$ cat src/rtl/div.sv
// rtl/div.sv - 32-bit signed/unsigned radix-2 restoring divider, result {remainder, quotient}
module div (
    input  logic        clk,
    input  logic        rst,
    input  logic        signed_div_i,
    input  logic [31:0] opdata1_i,
    input  logic [31:0] opdata2_i,
    input  logic        start_i,
    input  logic        annul_i,
    output logic [63:0] result_o,
    output logic        ready_o
);

    localparam logic [1:0] S_FREE   = 2'b00;
    localparam logic [1:0] S_BYZERO = 2'b01;
    localparam logic [1:0] S_ON     = 2'b10;
    localparam logic [1:0] S_END    = 2'b11;

    logic [1:0]  r_state;
    logic [5:0]  r_cnt;
    logic [64:0] r_dividend;
    logic [31:0] r_divisor;
    logic        r_op1_neg;
    logic        r_op2_neg;
    logic        r_sgn;

    logic        w_op1_neg;
    logic        w_op2_neg;
    logic [31:0] w_op1_abs;
    logic [31:0] w_op2_abs;
    logic [32:0] w_diff;
    logic [31:0] w_quot;
    logic [31:0] w_rem;

    assign w_op1_neg = signed_div_i & opdata1_i[31];
    assign w_op2_neg = signed_div_i & opdata2_i[31];
    assign w_op1_abs = w_op1_neg ? (~opdata1_i + 32'd1) : opdata1_i;
    assign w_op2_abs = w_op2_neg ? (~opdata2_i + 32'd1) : opdata2_i;

    // Trial subtraction of the divisor from the partial remainder; bit 32 set means it did not fit
    assign w_diff = {1'b0, r_dividend[63:32]} - {1'b0, r_divisor};

    // Quotient is negative when operand signs differ; remainder follows the dividend's sign
    assign w_quot = (r_sgn && (r_op1_neg ^ r_op2_neg)) ? (~r_dividend[31:0] + 32'd1) : r_dividend[31:0];
    assign w_rem  = (r_sgn && r_op1_neg) ? (~r_dividend[64:33] + 32'd1) : r_dividend[64:33];

    always_ff @(posedge clk) begin
        if (rst) begin
            r_state    <= S_FREE;
            r_cnt      <= 6'd0;
            r_dividend <= 65'd0;
            r_divisor  <= 32'd0;
            r_op1_neg  <= 1'b0;
            r_op2_neg  <= 1'b0;
            r_sgn      <= 1'b0;
            result_o   <= 64'd0;
            ready_o    <= 1'b0;
        end else begin
            ready_o  <= 1'b0;
            result_o <= 64'd0;
            case (r_state)
                S_FREE: begin
                    if (start_i && !annul_i) begin
                        if (opdata2_i == 32'd0) begin
                            r_state <= S_BYZERO;
                        end else begin
                            r_dividend <= {32'd0, w_op1_abs, 1'b0};
                            r_divisor  <= w_op2_abs;
                            r_op1_neg  <= w_op1_neg;
                            r_op2_neg  <= w_op2_neg;
                            r_sgn      <= signed_div_i;
                            r_cnt      <= 6'd0;
                            r_state    <= S_ON;
                        end
                    end
                end
                S_BYZERO: begin
                    r_dividend <= 65'd0;
                    r_state    <= S_END;
                end
                S_ON: begin
                    if (annul_i) begin
                        r_cnt   <= 6'd0;
                        r_state <= S_FREE;
                    end else if (r_cnt < 6'd32) begin
                        if (w_diff[32]) begin
                            r_dividend <= {r_dividend[63:0], 1'b0};
                        end else begin
                            r_dividend <= {w_diff[31:0], r_dividend[31:0], 1'b1};
                        end
                        r_cnt <= r_cnt + 6'd1;
                    end else begin
                        r_dividend <= {w_rem, r_dividend[32], w_quot};
                        r_cnt      <= 6'd0;
                        r_state    <= S_END;
                    end
                end
                S_END: begin
                    if (start_i) begin
                        ready_o  <= 1'b1;
                        result_o <= {r_dividend[64:33], r_dividend[31:0]};
                    end else begin
                        r_state <= S_FREE;
                    end
                end
                default: r_state <= S_FREE;
            endcase
        end
    end

endmodule
$ cat config.mk
export PLATFORM = sky130hd
export DESIGN_NAME = div
export DESIGN_NICKNAME = d
export VERILOG_FILES = /design/src/rtl/div.sv
export SDC_FILE = /design/constraint.sdc
export NUM_CORES = 1
export LEC_CHECK = 0
export ABC_AREA = 1
export BUFFER_PORTS_ARGS = -buffer_cell sky130_fd_sc_hd__buf_2
export CORE_ASPECT_RATIO = 0.7
export CORE_MARGIN = 2
export CORE_UTILIZATION = 50
export CTS_CLUSTER_SIZE = 25
export DETAILED_ROUTE_END_ITERATION = 7
export PLACE_DENSITY = 0.78
export SLEW_MARGIN = 20
export SYNTH_ARGS = -nofsm -noshare
export SYNTH_HDL_FRONTEND = slang
export SYNTH_SLANG_ARGS = --single-unit
$ cat constraint.sdc
create_clock -name clk -period 3.8 [get_ports clk]
set_input_delay 0.95 -clock clk [delete_from_list [all_inputs] [get_ports clk]]
set_output_delay 0.95 -clock clk [all_outputs]
set_load 0.005 [all_outputs]
==> flow_summary_export.csv, run 1 <==
group,metric,value,unit
pwr,p_per_area,526.5,mW/mm²
worst_setup_path,end_kind,"flop",
worst_setup_path,r2r_start,"r_state[0]$_SDFFE_PP0P_",
synth,synth_area_leader_cell,"dfxtp_1",
worst_setup_path,crit_required,4.17,ns
detailed_routing,ant_nets,0,
layout,syn_to_final_growth,11.25,%
worst_setup_path,arrival,3.47,ns
detailed_routing,drt_iter0_drc,2047,
placed_design,hpwl,32.88,mm
synth,avgSynthCellArea,6.054,µm²
synth,ys_types,53,
synth,syn_inst,2092,
global_route,grt_max_degree,65,
cts,clk_latency,0.45,ns
pwr,leakage,0.006951,µW
synth,synth-seq-cells,173,
cts,cts_resized,0,
pwr,peakVddDrop,0.3786,mV
timing,period_share,0.8148,
worst_setup_path,critical_path_class,"reg -> reg",
global_route,grt_pass1_wl,65.94,mm
timing,finalSetupTns,0,ns
detailed_routing,routed_via_density,5.573,
synth,synth_top_area_share,0.2734,
synth,syn_nets,2206,
detailed_routing,drt_wl_total,42.64,mm
global_route,gr-usage-all-layers,0.3152,
cts,htree_levels,4,
worst_setup_path,cpPeakStageDelay,0.76,ns
timing,timing.hold.ws,0.4755,ns
cts,cts_hold_buf,0,
placed_design,finalWeightedCongestion,0.9887,
synth,ys_warn_count,0,
worst_setup_path,ff2ff_path_depth,10,
floorplanning,core_area,0.02474,mm²
synth,synth_area_leaders,"dfxtp_1 27%, nand2_1 15%, nor2_1 9.5%",
detailed_routing,wl_per_cell,16.83,µm
layout,nets,2310,
global_route,antenna_found_initial,2,
worst_setup_path,cp-startpoint,"r_state[0]$_SDFFE_PP0P_",
timing,finalHoldViolCount,0,
worst_setup_path,start_kind,"flop",
detailed_routing,drc,0,
cts,clock-sinks,173,
status,status,"complete, no violations",
hold_path,worstHoldEndpoint,"r_divisor[5]$_SDFFE_PP0P_",
timing,rsz0062_at_grt,"no",
worst_setup_path,r2r_slack,0.70,ns
layout,diodes,0,
cts,postCtsSetupRepairBufs,0,
timing,max_slew_margin,0.3091,
layout,design_area,0.01409,mm²
placed_design,dpl_cell_area,0.01354,mm²
cts,cts-root-buf,"clkbuf_16",
timing,max_freq,323.0,MHz
timing,min_period,3.096,ns
timing,setup_viol,0,
detailed_routing,first_pass_iters,8,
worst_setup_path,r2r_end,"r_dividend[57]$_SDFFE_PP0P_",
worst_setup_path,path_max_fanout,29,
global_route,grt_overflow,0,
layout,layout-drive-gt1-share,0.1123,
floorplanning,die-area,0.02664,mm²
detailed_routing,num_vias,14123,
synth,synth.yosys.seq_area_share,0.2734,
layout,final_common_cell,"nand2_1",
floorplanning,die_y,137.2,µm
cts,cts_tree,"built",
cts,cts_buffer_depth,2,
worst_setup_path,path_cells,"inv_1, ha_1, nand2_1, buf_4, inv_1, nand4_1, buf_4, a21oi_1, nand2_1, a21oi_1",
cts,clk_pin_slew_worst_paths,0.07,ns
timing,finClkSkew,0.01338,ns
floorplanning,rows,48,
hold_path,min_from,"r_divisor[5]$_SDFFE_PP0P_",
hold_path,hp-class,"reg -> reg",
synth,syn_area,0.01267,mm²
cts,cts_made_buffers,17,
timing,tightestPinTransition,1.032,ns
synth,synth-main-ff-cell,"dfxtp_1",
timing,finalMaxSlewViolations,0,
floorplanning,ios,134,
placed_design,portBuffers,133,
floorplanning,start_util,0.5119,
synth,synth_edf_count,0,
synth,async_flop_share,0,
floorplanning,die_w,194.2,µm
flow_run,drv_cap,0,
worst_setup_path,crit_slowest_cell,"ha_1",
hold_path,hold_depth,2,
layout,mostFrequentLayoutCells,"500 x nand2_1, 320 x nor2_1, 283 x inv_1, 185 x a21oi_1, 172 x dfxtp_1",
global_route,grt_pass1_vias,11926,
## worst max-delay path: cells and delay by family, from the launching register on
kind	cells	cell delay [ns]
fa+ha+maj	1	0.76
buf+inv	4	1.09
simple gates	3	0.41
flops	1	0.41
compound gates	2	0.33
## report_power, final
group          internal (µW)  switching [µW]
logic                    967            2440
registers               2070             247
clock network            910             790
total                   3950            3470
## flip-flops by register name (all words and copies together) (netlist names)
register    count
r_sgn           1
r_dividend     65
r_divisor      32
r_cnt           6
result_o       64
ready_o         1
r_op2_neg       1
r_op1_neg       1
r_state         2
## through the flow
step / power [µW] / utilization / setup WS (ns) / std cells
final: 7419 / 0.5695 / 0.7037 / 2534
after detailed placement: 5564 / 0.5473 / 0.7566 / 2502
after CTS: 7274 / 0.5695 / 0.8758 / 2534
after floorplan: 4685 / - / 1.334 / 2092
after global routing: 7848 / 0.5695 / 0.5749 / 2534
after global placement: 5518 / 0.5473 / 0.8597 / 2502
## how the worst max path moves through the flow
stage	endpoint	cells past startpoint
after floorplan	r_dividend[7]$_SDFFE_PP0P_	12
after global placement	r_dividend[4]$_SDFFE_PP0P_	13
after detailed placement	r_dividend[33]$_SDFFE_PP0P_	10
after CTS	r_dividend[49]$_SDFFE_PP0P_	10
after global routing	r_dividend[54]$_SDFFE_PP0P_	10
final	r_dividend[57]$_SDFFE_PP0P_	10
## metal layers
metal	up-vias	part of all wire	GRT usage	wire [µm]
met5	-	0	0	0
met4	0	0.012	0.05976	514
met3	47	0.15	0.07565	6213
met2	848	0.36	0.4008	15230
met1	6323	0.49	0.5149	20690
li1	6905	-	-	-
## layout make-up
cell class,count,area (µm²)
fill,2500,10650
multi-input combinational,1560,7766
sequential,173,3465
inverter,292,1096
timing repair buffer,152,808.3
clock buffer,20,436.7
tap,325,406.6
clock inverter,12,112.6
## cell usage after synthesis, drive strengths merged, types with 2 or more instances
| cell type | n |
|---|---|
| a21o | 2 |
| a21oi | 191 |
| a31oi | 4 |
| and2 | 2 |
| buf | 26 |
| clkbuf | 41 |
| dfxtp | 173 |
| ha | 44 |
| inv | 291 |
| nand2 | 508 |
| nand3 | 140 |
| nand3b | 12 |
| nand4 | 31 |
| nor2 | 337 |
| nor3 | 24 |
| nor4 | 4 |
| o211ai | 20 |
| o21a | 5 |
| o21ai | 152 |
| o21bai | 3 |
| o31ai | 3 |
| or2 | 8 |
| xnor2 | 16 |
| xor2 | 45 |
## logic make-up after synthesis
kind of cell,after synthesis,share of synthesized area
flip-flops,173,0.2734
buffers and inverters,359,0.1134
adder cells (fa/ha/maj),45,0.04505
AND/OR/NAND/NOR,1068,0.3599
AO/OA/AOI/OAI,386,0.1661
XOR/XNOR,61,0.04218
Note: power is estimated with default switching activity, not from simulation.
==> run 2: changes to the inputs <==
- ABC_AREA: 1 -> 0
- clock period: 3.8 -> 3.05 ns (I/O delays scaled with it)
==> run 2 against run 1 <==
  * Synthesized cell count decreased by 28%
  * Non-clock buffer count increased by 160
  * Clock power increased by 35%
  * Cell count decreased by 19%
  * Die area decreased by 8.9%
  * Core utilization increased by 6.1 points
  * Worst setup slack got worse by 0.63 ns
  * First-iteration DRC count decreased by 29%
  * Area after synthesis decreased by 9.1%
  * Largest cell class unchanged
==> flow_summary_export.csv, run 2 <==
group,metric,value,unit
timing,period_share,0.9774,
timing,finalHoldViolCount,0,
pwr,leakage,0.006064,µW
floorplanning,die_y,130.9,µm
worst_setup_path,arrival,3.34,ns
synth,synth_area_leader_cell,"dfxtp_1",
synth,synth.most_common_cell,"dfxtp_1",
timing,max_slew_margin,0.2605,
layout,reg_top3,"r_dividend (65), result_o (64), r_divisor (32)",
detailed_routing,drt_wl_total,39.27,mm
timing,timing.hold.ws,0.4953,ns
global_route,grt_overflow,0,
detailed_routing,routed_via_density,5.996,
layout,mostFrequentLayoutCells,"177 x buf_4, 171 x dfxtp_1, 161 x nor2_1, 132 x buf_2, 105 x nand2_1",
worst_setup_path,crit_family,"compound AO/OA/AOI/OAI gates",
detailed_routing,drc,0,
layout,layout-drive-gt1-share,0.2232,
synth,syn_area,0.01151,mm²
placed_design,finalWeightedCongestion,0.9796,
synth,synthTopCellsByCount,"173 x dfxtp_1, 162 x nor2_1, 106 x nand2_1",
layout,top_register,"r_dividend",
detailed_routing,wl_per_cell,19.11,µm
worst_setup_path,cpPeakStageDelay,0.47,ns
layout,final_common_cell,"buf_4",
hold_path,hp-class,"reg -> reg",
floorplanning,rows,46,
synth,ys_warn_count,0,
synth,async_flop_share,0,
floorplanning,start_util,0.5089,
floorplanning,core_area,0.02262,mm²
pwr,p_per_area,720.7,mW/mm²
timing,min_period,2.981,ns
global_route,grt_pass1_vias,10799,
synth,synth_top_area_share,0.3009,
layout,syn_to_final_growth,23.97,%
timing,finClkSkew,0.01506,ns
worst_setup_path,critical_path_class,"reg -> reg",
timing,tightestPinTransition,1.108,ns
pwr,power.share.clock,0.222,
cts,clock-sinks,173,
placed_design,hpwl,30.09,mm
cts,clk_latency,0.45,ns
detailed_routing,ant_nets,0,
timing,setup_viol,0,
synth,avgSynthCellArea,7.683,µm²
synth,syn_nets,1612,
worst_setup_path,path_max_fanout,3,
pwr,comb_power_share,0.492,
placed_design,dp_slack,-0.2281,ns
pwr,peakVddDrop,0.5241,mV
pwr,seqPwrFrac,0.286,
synth,synth_area_leaders,"dfxtp_1 30%, nor2_1 5.3%, ha_1 4.8%",
cts,cts_buffer_depth,2,
timing,max_freq,335.4,MHz
detailed_routing,num_vias,12321,
floorplanning,die_w,185.3,µm
pwr,p_sw_frac,0.4407,
timing,fin_ws,0.06889,ns
synth,synth-main-ff-cell,"dfxtp_1",
floorplanning,ios,134,
worst_setup_path,crit_buf_inv,2,
synth,synth-seq-cells,173,
layout,nets,1844,
placed_design,portBuffers,133,
synth,synth_edf_count,0,
floorplanning,die-area,0.02427,mm²
cts,cts_hold_buf,0,
cts,cts_made_buffers,17,
layout,largest_register_ffs,65,
worst_setup_path,path_cells,"inv_1, ha_1, fa_1, nand2b_1, a21oi_2, o21bai_1, a21o_1, a2111oi_4, buf_4, nor3_1, or3b_2, a211oi_2",
cts,htree_levels,4,
timing,finalMaxSlewViolations,0,
worst_setup_path,end_kind,"flop",
worst_setup_path,crit_required,3.41,ns
detailed_routing,first_pass_iters,6,
cts,clk_pin_slew_worst_paths,0.08,ns
pwr,p_sw,4531,µW
cts,cts-root-buf,"clkbuf_16",
synth,syn_inst,1498,
global_route,gr-usage-all-layers,0.3207,
synth,ys_types,86,
detailed_routing,drt_iter0_drc,1462,
worst_setup_path,crit_slowest_cell,"or3b_2",
pwr,p_int,5752,µW
global_route,grt_max_degree,92,
cts,cts_tree,"built",
global_route,antenna_found_initial,0,
worst_setup_path,start_kind,"flop",
layout,diodes,0,
global_route,grt_pass1_wl,59.88,mm
status,status,"complete, no violations",
flow_run,drv_cap,0,
synth,synth.yosys.seq_area_share,0.3009,
[run 2: power groups by stage]
| stage | clock network, µW | registers, µW | logic (µW) |
|---|---|---|---|
| floorplan | 0 | 2800 | 3150 |
| global placement | 0 | 2950 | 4680 |
| detailed placement | 0 | 2970 | 4730 |
| CTS | 2300 | 2910 | 4780 |
| global route | 2380 | 2980 | 5430 |
| finish | 2290 | 2940 | 5060 |
[run 2: worst register-to-register path, cell delays in order (launching register included)]
cell and delay, ns:
dfxtp_1 0.34, inv_1 0.06, ha_1 0.20, fa_1 0.38
nand2b_1 0.18, a21oi_2 0.21, o21bai_1 0.12, a21o_1 0.22
a2111oi_4 0.30, buf_4 0.16, nor3_1 0.04, or3b_2 0.47
a211oi_2 0.22
[run 2: metal layers]
layer	share of wire	track usage
met2	0.36	0.4133
met5	0	0
met4	0.010	0.05929
met3	0.16	0.1272
met1	0.47	0.4911
[run 2: cell type report]
class | instances | area [µm²]
Inverter | 63 | 236.5
Sequential cell | 173 | 3466
Timing Repair Buffer | 312 | 2041
Clock inverter | 15 | 192.7
Fill cell | 2023 | 8351
Multi-Input combinational cell | 1163 | 7517
Tap cell | 312 | 390.4
Clock buffer | 17 | 425.4
[run 2: stage by stage]
stage               area [µm²]  setup TNS, ns  utilization  total power (µW)  cells
detailed placement       13550         -2.728       0.5989              7698   2022
floorplan                11510              0            -              5950   1498
global placement         13550         -1.363       0.5989              7621   2022
global route             14270       -0.07002       0.6308             10790   2055
CTS                      14180              0       0.6268              9988   2054
finish                   14270              0       0.6308             10280   2055
[run 2: kinds of logic (layout without fill, tap and decap cells)]
kind of cell             count (synthesis)  after routing  synth area share
buffers and inverters                  162            407           0.05490
AO/OA/AOI/OAI                          428            428            0.2459
flip-flops                             173            173            0.3009
XOR/XNOR                                96             96           0.07305
AND/OR/NAND/NOR                        568            568            0.2529
multiplexers                            26             26           0.02283
adder cells (fa/ha/maj)                 45             45           0.04957
[run 2: path summary, 6_finish.rpt]
| check | start | end | slack, ns | cells after the start |
|---|---|---|---|---|
| worst max-delay path | r_dividend[32]$_SDFFE_PP0P_ | r_dividend[59]$_SDFFE_PP0P_ | 0.07 | 12 |
| worst min register to register | r_cnt[4]$_SDFFE_PP0P_ | r_cnt[4]$_SDFFE_PP0P_ | 0.50 | 2 |
| worst max register to register | r_dividend[32]$_SDFFE_PP0P_ | r_dividend[59]$_SDFFE_PP0P_ | 0.07 | 12 |
| worst min-delay path | r_cnt[4]$_SDFFE_PP0P_ | r_cnt[4]$_SDFFE_PP0P_ | 0.50 | 2 |
[run 2: what timing repair did]
item / 4_1_cts / 5_1_grt
setup buffers: 0 / 1
endpoints found under the setup margin: 2 / 27
pin swaps: 0 / 1
gates resized for setup: 4 / 17
==> run 3: changes to the inputs <==
- CELL_PAD_IN_SITES_DETAIL_PLACEMENT: default -> 1
- CELL_PAD_IN_SITES_GLOBAL_PLACEMENT: default -> 2
- CORE_UTILIZATION: 50 -> 35
- PLACE_DENSITY: 0.78 -> 0.89
==> run 3 against run 2 <==
  * Die area rose by 42%
  * Sequential share of layout area fell by 0.28 points
  * Worst setup slack improved by 0.016 ns
  * Routed wire length rose by 12%
  * Largest power group unchanged
==> flow_summary_export.csv, run 3 (synthesized netlist as in run 2, its figures left out) <==
group,metric,value,unit
cts,cts_buffer_depth,2,
timing,rsz0062_at_grt,"yes",
layout,diodes,0,
global_route,gr-usage-all-layers,0.2589,
timing,min_period,2.965,ns
cts,clock-sinks,173,
pwr,leakage,0.006052,µW
detailed_routing,drc,0,
layout,largest_register_ffs,65,
global_route,grt_pass1_wl,69.27,mm
worst_setup_path,cpPeakStageDelay,0.41,ns
global_route,antenna_found_initial,0,
global_route,grt_overflow,0,
worst_setup_path,r2r_slack,0.09,ns
layout,syn_to_final_growth,25.45,%
timing,period_share,0.9721,
cts,postCtsSetupRepairBufs,0,
cts,cts_made_buffers,17,
layout,layout-drive-gt1-share,0.2266,
layout,reg_top3,"r_dividend (65), result_o (64), r_divisor (32)",
timing,tightestPinTransition,0.6828,ns
detailed_routing,num_vias,12344,
worst_setup_path,crit_required,3.37,ns
detailed_routing,first_pass_iters,5,
floorplanning,ios,134,
floorplanning,start_util,0.3559,
cts,cts-root-buf,"clkbuf_16",
timing,max_freq,337.3,MHz
worst_setup_path,end_kind,"flop",
timing,setup_viol,0,
floorplanning,die_w,220.7,µm
placed_design,hpwl,34.04,mm
global_route,grt_max_degree,67,
floorplanning,core_area,0.03234,mm²
timing,max_slew_margin,0.5437,
worst_setup_path,start_kind,"flop",
layout,fin_cells,2166,
detailed_routing,wl_per_cell,20.32,µm
timing,finClkSkew,0.01081,ns
detailed_routing,ant_nets,0,
worst_setup_path,path_cells,"inv_1, ha_1, a21oi_1, o21ai_0, a221o_1, nor3b_2, buf_4, buf_4, o41a_1, o311ai_0, buf_4, a221oi_1, nand3_1",
floorplanning,rows,55,
layout,mostFrequentLayoutCells,"170 x buf_4, 170 x dfxtp_1, 161 x nor2_1, 132 x buf_2, 106 x nand2_1",
worst_setup_path,crit_family,"compound AO/OA/AOI/OAI gates",
worst_setup_path,crit_top_cell,"buf_4",
detailed_routing,drt_wl_total,44.01,mm
worst_setup_path,arrival,3.28,ns
placed_design,post-place-cells,2135,
pwr,p_per_area,707.1,mW/mm²
flow_run,drv_cap,0,
detailed_routing,drt_iter0_drc,810,
cts,htree_levels,4,
floorplanning,die_y,155.7,µm
cts,clk_pin_slew_worst_paths,0.07,ns
worst_setup_path,path_max_fanout,5,
cts,cts_tree,"built",
placed_design,finalWeightedCongestion,0.9171,
worst_setup_path,crit_buf_inv,4,
placed_design,portBuffers,133,
hold_path,hp-class,"reg -> reg",
status,status,"complete, no violations",
timing,fin_ws,0.08522,ns
cts,clk_latency,0.46,ns
placed_design,dp_slack,-0.2043,ns
pwr,peakVddDrop,0.3009,mV
worst_setup_path,critical_path_class,"reg -> reg",
timing,finalHoldViolCount,0,
floorplanning,die-area,0.03437,mm²
worst_setup_path,crit_slowest_cell,"a221o_1",
layout,top_register,"r_dividend",
global_route,grt_pass1_vias,12246,
layout,nets,1841,
detailed_routing,routed_via_density,5.699,
timing,finalMaxSlewViolations,0,
-- run 3: cell types whose count changed in the layout (fill, tap and decap cells not counted), sizes merged --
cell and change:
clkbuf +2, inv -7, clkinv +1, clkinvlp +3
buf -3
-- run 3: worst paths after layout --
check	from	end	cells after the start
max	r_divisor[6]$_SDFFE_PP0P_	r_dividend[54]$_SDFFE_PP0P_	13
min	r_divisor[31]$_SDFFE_PP0P_	r_divisor[31]$_SDFFE_PP0P_	2
max reg2reg	r_divisor[6]$_SDFFE_PP0P_	r_dividend[54]$_SDFFE_PP0P_	13
min reg2reg	r_divisor[31]$_SDFFE_PP0P_	r_divisor[31]$_SDFFE_PP0P_	2
-- run 3: through the flow --
stage | hold slack [ns] | utilization | TNS (ns) | instance area [µm²] | total power [µW]
finish | 0.4716 | 0.4464 | 0 | 14440 | 10210
global route | 0.4925 | 0.4464 | -0.004579 | 14440 | 10850
CTS | 0.4747 | 0.4430 | -0.01961 | 14330 | 10100
detailed placement | 0.4647 | 0.4248 | -2.146 | 13740 | 7872
global placement | 0.4567 | 0.4239 | -0.7877 | 13710 | 7709
floorplan | 0.4453 | - | 0 | 11510 | 5950
-- run 3: layer usage --
layer,routed length [µm],share of wire,track usage,vias to the layer above
met5,0,0,0,-
met4,579,0.013,0.05841,0
met3,2759,0.063,0.04639,47
met2,18790,0.43,0.3835,354
met1,21880,0.50,0.3863,6070
li1,-,-,-,5873
-- run 3: layout make-up --
type	instances	area, µm²
Fill cell	4004	17900
Multi-Input combinational cell	1163	7555
Sequential cell	173	3467
Timing Repair Buffer	309	2076
Tap cell	427	534.3
Clock buffer	19	452.9
Inverter	63	236.5
Clock inverter	12	117.6
-- run 3: report_power, final --
| group | internal, µW | total [µW] | switching [µW] |
|---|---|---|---|
| clock network | 1170 | 2170 | 1010 |
| registers | 2540 | 2920 | 384 |
| logic | 2070 | 5110 | 3040 |
-- run 3: tightest hold or removal path, cell delays in order (launching register included) --
cell and delay [ns]:
dfxtp_1 0.31, nand2b_1 0.06, a21oi_1 0.05
-- run 3: timing repair --
| action | 4_1_cts | 5_1_grt |
|---|---|---|
| pin swaps | 1 | 3 |
| resized for setup | 5 | 29 |
| cloned | 0 | 0 |
| hold buffers | 0 | 0 |
| endpoints found under the setup margin | 20 | 30 |
